[src/rtl/fp_serializer_if.sv]
`default_nettype none
// ---------------------------------------------------------------------------
// fp_serializer_if : upstream word handshake and serial-line status bundle
// Rev 1.0
// ---------------------------------------------------------------------------
interface fp_serializer_if #(
  parameter int FIFO_DEPTH = 4
);
  localparam int c_CW = $clog2(FIFO_DEPTH) + 1;

  logic            in_valid;
  logic            in_ready;
  logic            s_in;
  logic [2:0]      e_in;
  logic [3:0]      f_in;
  logic            tx;
  logic            busy;
  logic            frame_done;
  logic [c_CW-1:0] count;

  modport master (
    output in_valid, s_in, e_in, f_in,
    input  in_ready, tx, busy, frame_done, count
  );

  modport slave (
    input  in_valid, s_in, e_in, f_in,
    output in_ready, tx, busy, frame_done, count
  );
endinterface
`default_nettype wire

[src/rtl/fp_serializer.sv]
`default_nettype none
// ---------------------------------------------------------------------------
// fp_serializer : buffers packed {s,e,f} bytes and sends them as 8N1 frames
// Rev 1.0
// ---------------------------------------------------------------------------
module fp_serializer #(
  parameter int CLKS_PER_BIT = 4,
  parameter int FIFO_DEPTH   = 4
) (
  input  logic            clk,
  input  logic            rst_n,
  fp_serializer_if.slave  bus
);

  localparam int                c_PW        = $clog2(FIFO_DEPTH);
  localparam int                c_CW        = c_PW + 1;
  localparam logic [c_CW-1:0]   c_FULL      = c_CW'(FIFO_DEPTH);
  localparam logic [7:0]        c_LAST_TICK = 8'(CLKS_PER_BIT - 1);

  typedef enum logic [1:0] {
    S_IDLE  = 2'd0,
    S_START = 2'd1,
    S_DATA  = 2'd2,
    S_STOP  = 2'd3
  } state_t;

  state_t          state_q, state_d;
  logic [7:0]      mem_q [FIFO_DEPTH];
  logic [c_PW-1:0] wr_ptr_q, rd_ptr_q;
  logic [c_CW-1:0] count_q, count_d;
  logic            alive_q;
  logic [7:0]      shift_q, shift_d;
  logic [7:0]      tick_q, tick_d;
  logic [2:0]      bit_q, bit_d;
  logic            tx_q, tx_d;
  logic            busy_q, busy_d;
  logic            done_q, done_d;

  logic            w_push;
  logic            w_pop;
  logic            w_tick_wrap;
  logic [7:0]      w_head;

  // alive_q keeps in_ready low through reset without a path from rst_n
  assign bus.in_ready   = alive_q && (count_q != c_FULL);
  assign bus.tx         = tx_q;
  assign bus.busy       = busy_q;
  assign bus.frame_done = done_q;
  assign bus.count      = count_q;

  assign w_push      = bus.in_valid && bus.in_ready;
  assign w_tick_wrap = (tick_q == c_LAST_TICK);
  assign w_head      = mem_q[rd_ptr_q];

  always_ff @(posedge clk) begin
    if (w_push) begin
      mem_q[wr_ptr_q] <= {bus.s_in, bus.e_in, bus.f_in};
    end
  end

  always_comb begin
    state_d = state_q;
    shift_d = shift_q;
    tick_d  = tick_q;
    bit_d   = bit_q;
    tx_d    = tx_q;
    busy_d  = busy_q;
    done_d  = 1'b0;
    w_pop   = 1'b0;

    if (state_q != S_IDLE) begin
      tick_d = w_tick_wrap ? 8'd0 : tick_q + 8'd1;
    end

    case (state_q)
      S_IDLE: begin
        tx_d   = 1'b1;
        busy_d = 1'b0;
        if (count_q != '0) begin
          w_pop   = 1'b1;
          shift_d = w_head;
          tick_d  = 8'd0;
          tx_d    = 1'b0;
          busy_d  = 1'b1;
          state_d = S_START;
        end
      end
      S_START: begin
        if (w_tick_wrap) begin
          tx_d    = shift_q[0];
          bit_d   = 3'd0;
          state_d = S_DATA;
        end
      end
      S_DATA: begin
        if (w_tick_wrap) begin
          if (bit_q == 3'd7) begin
            tx_d    = 1'b1;
            bit_d   = 3'd0;
            state_d = S_STOP;
          end else begin
            shift_d = shift_q >> 1;
            tx_d    = shift_q[1];
            bit_d   = bit_q + 3'd1;
          end
        end
      end
      S_STOP: begin
        if (w_tick_wrap) begin
          done_d = 1'b1;
          // back-to-back frames: reload straight into START, no idle gap
          if (count_q != '0) begin
            w_pop   = 1'b1;
            shift_d = w_head;
            tx_d    = 1'b0;
            state_d = S_START;
          end else begin
            tx_d    = 1'b1;
            busy_d  = 1'b0;
            state_d = S_IDLE;
          end
        end
      end
      default: begin
        tx_d    = 1'b1;
        busy_d  = 1'b0;
        state_d = S_IDLE;
      end
    endcase
  end

  always_comb begin
    count_d = count_q;
    case ({w_push, w_pop})
      2'b10:   count_d = count_q + c_CW'(1);
      2'b01:   count_d = count_q - c_CW'(1);
      default: count_d = count_q;
    endcase
  end

  always_ff @(posedge clk) begin
    if (!rst_n) begin
      state_q  <= S_IDLE;
      wr_ptr_q <= '0;
      rd_ptr_q <= '0;
      count_q  <= '0;
      alive_q  <= 1'b0;
      shift_q  <= 8'd0;
      tick_q   <= 8'd0;
      bit_q    <= 3'd0;
      tx_q     <= 1'b1;
      busy_q   <= 1'b0;
      done_q   <= 1'b0;
    end else begin
      state_q <= state_d;
      count_q <= count_d;
      alive_q <= 1'b1;
      shift_q <= shift_d;
      tick_q  <= tick_d;
      bit_q   <= bit_d;
      tx_q    <= tx_d;
      busy_q  <= busy_d;
      done_q  <= done_d;
      if (w_push) begin
        wr_ptr_q <= wr_ptr_q + c_PW'(1);
      end
      if (w_pop) begin
        rd_ptr_q <= rd_ptr_q + c_PW'(1);
      end
    end
  end

endmodule
`default_nettype wire
[src/flat_wrapper.sv]
// flat-port wrapper written by rule: the top's interface ports become plain ports
module fp_serializer_flat 
#(
  parameter int CLKS_PER_BIT = 4,
  parameter int FIFO_DEPTH   = 4
)
  (clk, rst_n, bus_in_valid, bus_s_in, bus_e_in, bus_f_in, bus_in_ready, bus_tx, bus_busy, bus_frame_done, bus_count);
  fp_serializer_if #(.FIFO_DEPTH(FIFO_DEPTH)) bus_i ();
  input  logic clk;
  input  logic rst_n;
  input wire logic [$bits(bus_i.in_valid)-1:0] bus_in_valid;
  input wire logic [$bits(bus_i.s_in)-1:0] bus_s_in;
  input wire logic [$bits(bus_i.e_in)-1:0] bus_e_in;
  input wire logic [$bits(bus_i.f_in)-1:0] bus_f_in;
  output wire logic [$bits(bus_i.in_ready)-1:0] bus_in_ready;
  output wire logic [$bits(bus_i.tx)-1:0] bus_tx;
  output wire logic [$bits(bus_i.busy)-1:0] bus_busy;
  output wire logic [$bits(bus_i.frame_done)-1:0] bus_frame_done;
  output wire logic [$bits(bus_i.count)-1:0] bus_count;
  assign bus_i.in_valid = bus_in_valid;
  assign bus_i.s_in = bus_s_in;
  assign bus_i.e_in = bus_e_in;
  assign bus_i.f_in = bus_f_in;
  assign bus_in_ready = bus_i.in_ready;
  assign bus_tx = bus_i.tx;
  assign bus_busy = bus_i.busy;
  assign bus_frame_done = bus_i.frame_done;
  assign bus_count = bus_i.count;
  fp_serializer #(.CLKS_PER_BIT(CLKS_PER_BIT), .FIFO_DEPTH(FIFO_DEPTH)) u_core (.clk(clk), .rst_n(rst_n), .bus(bus_i));
endmodule
[config.mk]
export PLATFORM = sky130hd
export DESIGN_NAME = fp_serializer_flat
export DESIGN_NICKNAME = d
export VERILOG_FILES = /design/src/rtl/fp_serializer_if.sv /design/src/rtl/fp_serializer.sv /design/src/flat_wrapper.sv
export SDC_FILE = /design/constraint.sdc
export NUM_CORES = 1
export LEC_CHECK = 0
export ABC_AREA = 1
export CORE_MARGIN = 2
export CORE_UTILIZATION = 50
export DETAILED_ROUTE_END_ITERATION = 8
export HOLD_SLACK_MARGIN = 0.03
export PLACE_DENSITY = 0.67
export SLEW_MARGIN = 20
export SYNTH_ARGS = -nofsm -noshare
export SYNTH_HDL_FRONTEND = slang
export SYNTH_SLANG_ARGS = --single-unit
[constraint.sdc]
create_clock -name clk -period 3 [get_ports clk]
set_input_delay 0.3 -clock clk [delete_from_list [all_inputs] [get_ports clk]]
set_output_delay 0.3 -clock clk [all_outputs]
set_load 0.05 [all_outputs]
# Word-level counts from Yosys, hierarchy flattened
# Memory sizes are Yosys's and may differ from the RTL's. A register that Yosys moved wholly into a read port is not among the register bits.
# Index checks and enable logic that the tools add are counted.
# op_classes
addsub	6
eq_ne	15
muxes	39
reduce_logical	15
# ops
operator	count
2-to-1 mux 8 bit	8
case mux 8 bit (3 select lines)	1
2-to-1 mux 1 bit	14
2-to-1 mux 2 bit	7
case mux 3 bit (2 select lines)	2
!= test 2 x 1 -> 1 bit, second input constant	5
2-to-1 mux 3 bit	3
AND reduction 3 bit	3
adder 8 x 1 -> 8 bit, second input constant	1
== test 8 x 2 -> 1 bit, second input constant	1
case mux 2 bit (4 select lines)	1
nonzero test 2 bit	4
adder 3 x 1 -> 3 bit, second input constant	2
== test 2 bit, second input constant	3
nonzero test 3 bit	2
AND reduction 5 bit	1
adder 2 x 1 -> 2 bit, second input constant	2
== test 2 x 1 -> 1 bit, second input constant	2
!= test 2 bit, second input constant	2
case mux 1 bit (2 select lines)	2
case mux 1 bit (4 select lines)	1
AND reduction 4 bit	1
== test 3 bit, second input constant	1
!= test 3 bit, second input constant	1
other kinds (4)	5
# word_totals
register_bits	32
mem_bits_rw	32
input_bits	11
output_inout_bits	7
word_cells	87
n_memories	1
# mem_list
name	words	width	rd	rd_ports_with_merged_regs	write_ports	line	rtl
u_core.mem_q	4	8	1	1	1	fp_serializer.sv:28	logic [7:0] mem_q [FIFO_DEPTH];

# Longest topological paths before layout
# Gate-level depths: netlist (run 1).
# logic_depth
ltp_word	6
depth_mapped	12
depth_no_buf	12

# Least setup slack after synthesis (run 1)
# OpenSTA, ideal clock, no wires.
# synth_timing
path_type	reg2reg
startpoint	reg u_core.count_q[1], in the netlist u_core.bus.count[1]
endpoint	reg u_core.count_q[1], in the netlist u_core.bus.count[1]
setup_time_ns	0.065
t_arrival_ns	3.393
required_ns	2.935
setup_slack_ns	-0.458
path_stages_with_launch	10
n_path_buf	0
synth_period_minus_slack_ns	3.458
cell_sequence	dfxtp_1 nor2_1 a21boi_0 nand2_1 ha_1 inv_1 fa_1 nor2_1 a21oi_1 nor2_1
# synth_between
elab_cells_between_ends	13
cone_classes	add/sub (2); eq/ne (3); mux (4); reduce/logical (4)
# synth_rtl
element	line	rtl
start: declaration	fp_serializer.sv:30	logic [c_CW-1:0] count_q, count_d;
start signal: assignment	fp_serializer.sv:156	count_q <= count_d;
!= test 3 bit *	fp_serializer.sv:45	assign bus.in_ready = alive_q && (count_q != c_FULL);
logical AND 1 bit *	fp_serializer.sv:45	
via bus_in_ready	flat_wrapper.sv:15	output wire logic [$bits(bus_i.in_ready)-1:0] bus_in_ready;
logical AND 1 bit *	fp_serializer.sv:51	assign w_push = bus.in_valid && bus.in_ready;
== test 2 x 1 -> 1 bit or == test 2 bit (tied branches)	fp_serializer.sv:134	case ({w_push, w_pop})
case mux 3 bit (2 select lines) or nonzero test 2 bit (tied branches)	-	
# Mark *: on every way through the listed nets, which the timed path passes. The rest lies on a longest branch.
# A chain may end at the register's enable or synchronous reset.

# Worst setup path after layout (run 1)
# layout_timing
startpoint	reg u_core.tick_q[0]
endpoint	reg u_core.count_q[2], in the netlist u_core.bus.count[2]
# layout_between
elab_chain_len	5
elab_cells_between_ends	7
cone_classes	eq/ne (3); mux (3); reduce/logical (1)
# layout_rtl
element	line	rtl
start: declaration	fp_serializer.sv:33	logic [7:0] tick_q, tick_d;
start signal: assignment	fp_serializer.sv:159	tick_q <= tick_d;
== test 8 x 2 -> 1 bit *	fp_serializer.sv:52	assign w_tick_wrap = (tick_q == c_LAST_TICK);
2-to-1 mux 1 bit *	fp_serializer.sv:109	if (w_tick_wrap) begin
case mux 1 bit (2 select lines) *	fp_serializer.sv:75	case (state_q)
via u_core.w_pop	fp_serializer.sv:40	logic w_pop;
== test 2 x 1 -> 1 bit or == test 2 bit (tied branches)	fp_serializer.sv:134	
case mux 3 bit (2 select lines) or nonzero test 2 bit (tied branches)	-	
# Marks and branches as above.

==> impl_metrics.json, run 1 <==
{
  "crit_type": "reg2reg",
  "endpoint_kind": "flip-flop",
  "cts_buffer_depth": 2,
  "worstSetupPathDepth": 12,
  "cp.arrival_ns": 2.71,
  "reg2reg_depth": 12,
  "antenna_left": 0,
  "drc_errors": 0,
  "track_usage_pct": 18.6,
  "port_buffers": 17,
  "cp_common_cell": "a21oi_1",
  "place_area_um2": 3270,
  "final_area_um2": 3460,
  "slew_headroom_pct": 47.8,
  "cts_root_buffer": "clkbuf_8",
  "chipHeight_um": 81.9,
  "total_power_w": 0.00327,
  "rsz0062_at_grt": "no",
  "maxCapViolCount": 0,
  "drive_gt1_share_pct": 6.51,
  "min_path_cells": 2,
  "cts_tree": "yes",
  "grt_pass1_vias": 2059,
  "hold_buffers": 0,
  "finalWeightedCongestion": 0.877,
  "wirelength_mm": 5.54,
  "crit_required_ns": 3.21,
  "p_leak_nw": 1.42,
  "tightest_slew_ns": 0.780,
  "finalCritPeriodShare_pct": 83.4,
  "seq_area_um2": 1640,
  "avgSynthCellArea_um2": 8.50,
  "async_flop_share_pct": 0,
  "setup_violations": 0,
  "syn_to_final_growth_pct": 14.1,
  "dr.first_iter.drc_count": 205,
  "cts_sinks": 66,
  "vdd_drop_max_mv": 0.646,
  "final_cells": 459,
  "synth.most_common_cell": "nand2_1",
  "fin_crit_ns": 2.50,
  "report.final.slew_viol_count": 0,
  "synth_nets": 382,
  "cp.buffers_inverters": 1,
  "detailed_place_hpwl_mm": 3.82,
  "row_count": 28,
  "synth_edf_count": 32,
  "yosys_warnings": 0,
  "fill_cells": 536,
  "skew_ns": 0.00643,
  "cp-start-kind": "flip-flop",
  "clk_pin_slew_ns": 0.07,
  "first_pass_iters": 4,
  "diodes": 0,
  "ys_ff_latch": 66,
  "timing.setup.tns_ns": 0,
  "core_region_area_um2": 5890,
  "synth_area_um2": 3040,
  "ys_top_cells_by_area": "edfxtp_1 32%, dfxtp_1 22%, nand2_1 10%",
  "grt_max_degree": 18,
  "via_per_inst": 4.90,
  "numCtsBuffers": 9,
  "multi_input_area_um2": 1190,
  "post_cts_resized": 0,
  "slowest_stage": "dfxtp_1",
  "finalHoldViolCount": 0,
  "finalWorstSetupSlack_ns": 0.499,
  "path_cells": "ha_1 -> nand2_2 -> nor2_4 -> nand2_1 -> a21oi_1 -> ha_1 -> inv_1 -> fa_1 -> a21oi_1 -> o21ai_0 -> o21ai_0 -> a21oi_1",
  "syn_inst": 357,
  "outcome": "finished, final reports clean",
  "crit_family": "adder cells",
  "pin_count": 18,
  "dieArea_um2": 6710,
  "start_util_pct": 51.6,
  "yosys.area.top_type_share_pct": 31.7,
  "synth-seq-area-share_pct": 54.1,
  "cp_max_fo": 8,
  "dp_cells": 443,
  "wl_per_cell_um": 12.1,
  "worstHoldPathType": "reg2reg",
  "max_stage_delay_ns": 0.39,
  "synth_cell_type_count": 26,
  "finalNetCount": 404,
  "place_ws_ns": 0.512,
  "fmax_mhz": 400,
  "cts_max_level": 3,
  "antenna_found_initial": 0,
  "clk_latency_ns": 0.33,
  "die_x_um": 81.9,
  "grt-ovfl-total": 0,
  "power_density_nw_per_um2": 945,
  "synth_flop_cell": "dfxtp_1",
  "synth_top_area_cell": "edfxtp_1",
  "grt_pass1_wl_mm": 9.38,
  "netlist_top_cells_count": "82 x nand2_1, 66 x nor2_1, 37 x inv_1, 34 x dfxtp_1, 32 x edfxtp_1",
  "vias": 2249,
  "postCtsSetupRepairBufs": 0
}
[metal layers]
layer  wire length [um]  global-route usage, %
met4                105                   8.50
met1               2720                   26.0
met3                172                   3.52
met5                  0                      0
met2               2530                   27.9
[worst paths after layout]
check,slack (ns),endpoint,from
setup / recovery,0.50,u_core.bus.count[2]$_SDFFE_PN0P_,u_core.tick_q[0]$_SDFF_PN0_
hold / removal,0.47,u_core.bit_q[1]$_SDFFE_PN0P_,u_core.bit_q[1]$_SDFFE_PN0P_
setup reg to reg,0.50,u_core.bus.count[2]$_SDFFE_PN0P_,u_core.tick_q[0]$_SDFF_PN0_
hold reg to reg,0.47,u_core.bit_q[1]$_SDFFE_PN0P_,u_core.bit_q[1]$_SDFFE_PN0P_
[cells in the final DEF, fill, tap and decap left out, drive strengths merged, types with 2 or more instances in the layout]
master         instances
nand2                 85
nor2                  70
clkinvlp               2
o21ai                 29
edfxtp                32
nand3b                 2
nand3                 16
clkbuf                11
clkdlybuf4s50         17
buf                    4
clkinv                 2
inv                   37
dfxtp                 34
ha                    13
a21oi                 21
xor2                   2
[registers in the layout (all words and copies together), names as in the netlist, named ones only]
signal	cells
u_core.bus.busy	1
u_core.mem_q	32
u_core.shift_q	8
u_core.bit_q	3
u_core.alive_q	1
u_core.bus.tx	1
u_core.state_q	2
u_core.bus.count	3
u_core.tick_q	8
u_core.rd_ptr_q	2
u_core.bus.frame_done	1
u_core.wr_ptr_q	2
[through the flow]
stage	util, %	hold WS, ns
after floorplan	-	0.328
after global placement	55.5	0.458
after detailed placement	55.5	0.458
after CTS	58.8	0.469
after global routing	58.8	0.481
final	58.8	0.467
[area by class of cell]
class	instances	area share [%]
Timing Repair Buffer	21	5.78
Sequential cell	66	47.4
Clock buffer	11	4.08
Inverter	37	4.01
Clock inverter	5	1.55
Multi-Input combinational cell	244	34.5
Tap cell	75	2.71
[tightest hold or removal path, delay by kind of cell (launching register included)]
kind	cells	cell delay (ns)
DFF	1	0.31
AOI/OAI and AO/OA	1	0.05
and+or+nand+nor	1	0.06
[where the power goes]
part	total, W	internal, W	switching, W
clock network	0.000726	0.000402	0.000324
logic	0.00138	0.000451	0.000927
registers	0.00117	0.00108	0.0000862
total	0.00327	0.00194	0.00134
[cells by family after synthesis]
group,Yosys count,share of synthesized area (%)
DFF,66,54.1
AOI/OAI and AO/OA,53,8.99
buffers and inverters,47,6.60
adders and majority gates,14,6.02
xor gates and xnor gates,2,0.577
and+or+nand+nor,175,23.7
Note: power is estimated with default switching activity, not from simulation.
==> run 2: changes to the inputs <==
--- a/config.mk
+++ b/config.mk
@@ -10,7 +10,7 @@
 export CORE_UTILIZATION = 50
 export DETAILED_ROUTE_END_ITERATION = 8
 export HOLD_SLACK_MARGIN = 0.03
-export PLACE_DENSITY = 0.67
+export PLACE_DENSITY = 0.69
 export SLEW_MARGIN = 20
 export SYNTH_ARGS = -nofsm -noshare
 export SYNTH_HDL_FRONTEND = slang
==> constraint.sdc (replaced) <==
create_clock -name clk -period 2.1 [get_ports clk]
set_input_delay 0.21 -clock clk [delete_from_list [all_inputs] [get_ports clk]]
set_output_delay 0.21 -clock clk [all_outputs]
set_load 0.05 [all_outputs]
==> run 2 against run 1 <==
Effect of this change: setup slack got worse by 0.37 ns; flip-flop and latch count unchanged; count of clock-buffer cells in the layout decreased by 1; largest cell class unchanged; power is 49% higher; highest routed layer unchanged; die area did not move; global-route usage grew 1.5 points; critical path type unchanged; via count grew 6.3%; sequential share of layout area down 2.1 points; sequential power is 44% higher; fmax increased by 27%; worst hold slack worse by 0.047 ns; design area is 5.8% higher.
==> impl_metrics.json, run 2 (synthesized netlist as in run 1, its figures left out) <==
{
  "diodes": 0,
  "track_usage_pct": 20.1,
  "worstHoldPathType": "in2reg",
  "finalWeightedCongestion": 0.846,
  "die_x_um": 81.9,
  "vias": 2390,
  "rsz0062_at_grt": "no",
  "grt-ovfl-total": 0,
  "final_cell_mix": "79 x nand2_1, 65 x nor2_1, 33 x inv_1, 32 x edfxtp_1, 27 x o21ai_0",
  "dr.first_iter.drc_count": 122,
  "chipHeight_um": 81.9,
  "finalHoldViolCount": 0,
  "largest_register": "u_core.mem_q",
  "cp.arrival_ns": 2.20,
  "tightest_slew_ns": 0.503,
  "crit_type": "reg2reg",
  "place_area_um2": 3430,
  "clk_pin_slew_ns": 0.07,
  "setup_violations": 0,
  "slew_headroom_pct": 66.3,
  "finalNetCount": 424,
  "vdd_drop_max_mv": 0.844,
  "layout_commonest_cell": "nand2_1",
  "clk_latency_ns": 0.34,
  "start_util_pct": 51.6,
  "pin_count": 18,
  "numCtsBuffers": 9,
  "whs_ns": 0.420,
  "syn_to_final_growth_pct": 20.7,
  "power_density_nw_per_um2": 1330,
  "drive_gt1_share_pct": 16.6,
  "wirelength_mm": 6.04,
  "cts_root_buffer": "clkbuf_8",
  "maxCapViolCount": 0,
  "final_area_um2": 3660,
  "timing.setup.tns_ns": 0,
  "grt_pass1_vias": 2221,
  "grt_max_degree": 18,
  "fmax_mhz": 506,
  "cts_max_level": 3,
  "r2r_setup_slack_ns": 0.13,
  "port_buffers": 17,
  "detailed_place_hpwl_mm": 4.19,
  "finalCritPeriodShare_pct": 94.0,
  "cp-start-kind": "flip-flop",
  "endpoint_kind": "flip-flop",
  "row_count": 28,
  "core_region_area_um2": 5890,
  "cts_tree": "yes",
  "final_core_utilization_pct": 62.3,
  "crit_required_ns": 2.32,
  "p_leak_nw": 1.52,
  "skew_ns": 0.00838,
  "outcome": "finished, final reports clean",
  "antenna_found_initial": 0,
  "hold_buffers": 0,
  "via_per_inst": 4.99,
  "wl_per_cell_um": 12.6,
  "top_regs": "u_core.mem_q (32), u_core.shift_q (8), u_core.tick_q (8)",
  "grt_pass1_wl_mm": 9.96,
  "fin_crit_ns": 1.97,
  "cts_sinks": 66,
  "cp_max_fo": 3,
  "drc_errors": 0,
  "dieArea_um2": 6710,
  "antenna_left": 0,
  "first_pass_iters": 4,
  "largest_reg_flops": 32,
  "cts_buffer_depth": 2,
  "report.final.slew_viol_count": 0
}
## run 2: cell types whose count changed in the layout (fill, tap and decap cells not counted), sizes merged
cell / before / now
buf: 4 / 24
clkinv: 2 / 5
bufinv: 1 / 0
clkbuf: 11 / 10
clkinvlp: 2 / 1
## run 2: metal layers
metal  routed length [um]  up-vias  GRT usage (%)  part of all wire, %
li1                     -     1233              -                    -
met3                  230       13           4.18                  3.8
met5                    0        -              0                    0
met2                 2810       48           31.9                   47
met4                  120        0           9.83                  2.0
met1                 2880     1096           26.1                   48
## run 2: final timing paths
check	start	end	depth (start not counted)
worst max-delay path	u_core.tick_q[0]$_SDFF_PN0_	u_core.bus.count[2]$_SDFFE_PN0P_	12
worst min register to register	u_core.bit_q[1]$_SDFFE_PN0P_	u_core.bit_q[1]$_SDFFE_PN0P_	2
worst max register to register	u_core.tick_q[0]$_SDFF_PN0_	u_core.bus.count[2]$_SDFFE_PN0P_	12
worst min-delay path	rst_n	u_core.alive_q$_DFF_P_	1
## run 2: final cells by class
type                    count  area [um^2]
clock buffers              10          128
clock inverters             6         33.8
fillers                   515         2220
inverters                  37          139
multi-input cells         244         1260
flip-flops and latches     66         1660
well taps                  75         93.8
repair buffers             41          350
## run 2: critical path: stages, from the launching register on
cell     delay, ns
dfxtp_4       0.37
ha_4          0.13
nand2_2       0.06
nor2_4        0.11
nand2_2       0.06
a21oi_2       0.16
ha_2          0.19
inv_2         0.04
fa_2          0.33
a21oi_1       0.14
o21ai_1       0.09
o21ai_1       0.12
a21oi_1       0.05
## run 2: report_power, final
group	internal, W	switching [W]	leakage, nW	total, W
Clock	0.000418	0.000472	0.0811	0.000890
Sequential	0.00157	0.000118	0.573	0.00169
Combinational	0.000850	0.00145	0.863	0.00230
## run 2: per-stage QoR
| step | setup WS (ns) | cells | total power, W |
|---|---|---|---|
| after floorplan | 0.0179 | 357 | 0.00328 |
| after global placement | 0.0384 | 460 | 0.00382 |
| after detailed placement | -0.0112 | 460 | 0.00387 |
| after CTS | 0.00201 | 477 | 0.00480 |
| after global routing | 0.00744 | 479 | 0.00526 |
| final | 0.125 | 479 | 0.00487 |
## run 2: what timing repair did
action                                  CTS  global route
buffers inserted                          1             2
pin swaps                                 0             5
endpoints found under the setup margin    1             2
gates resized for setup                   0            15
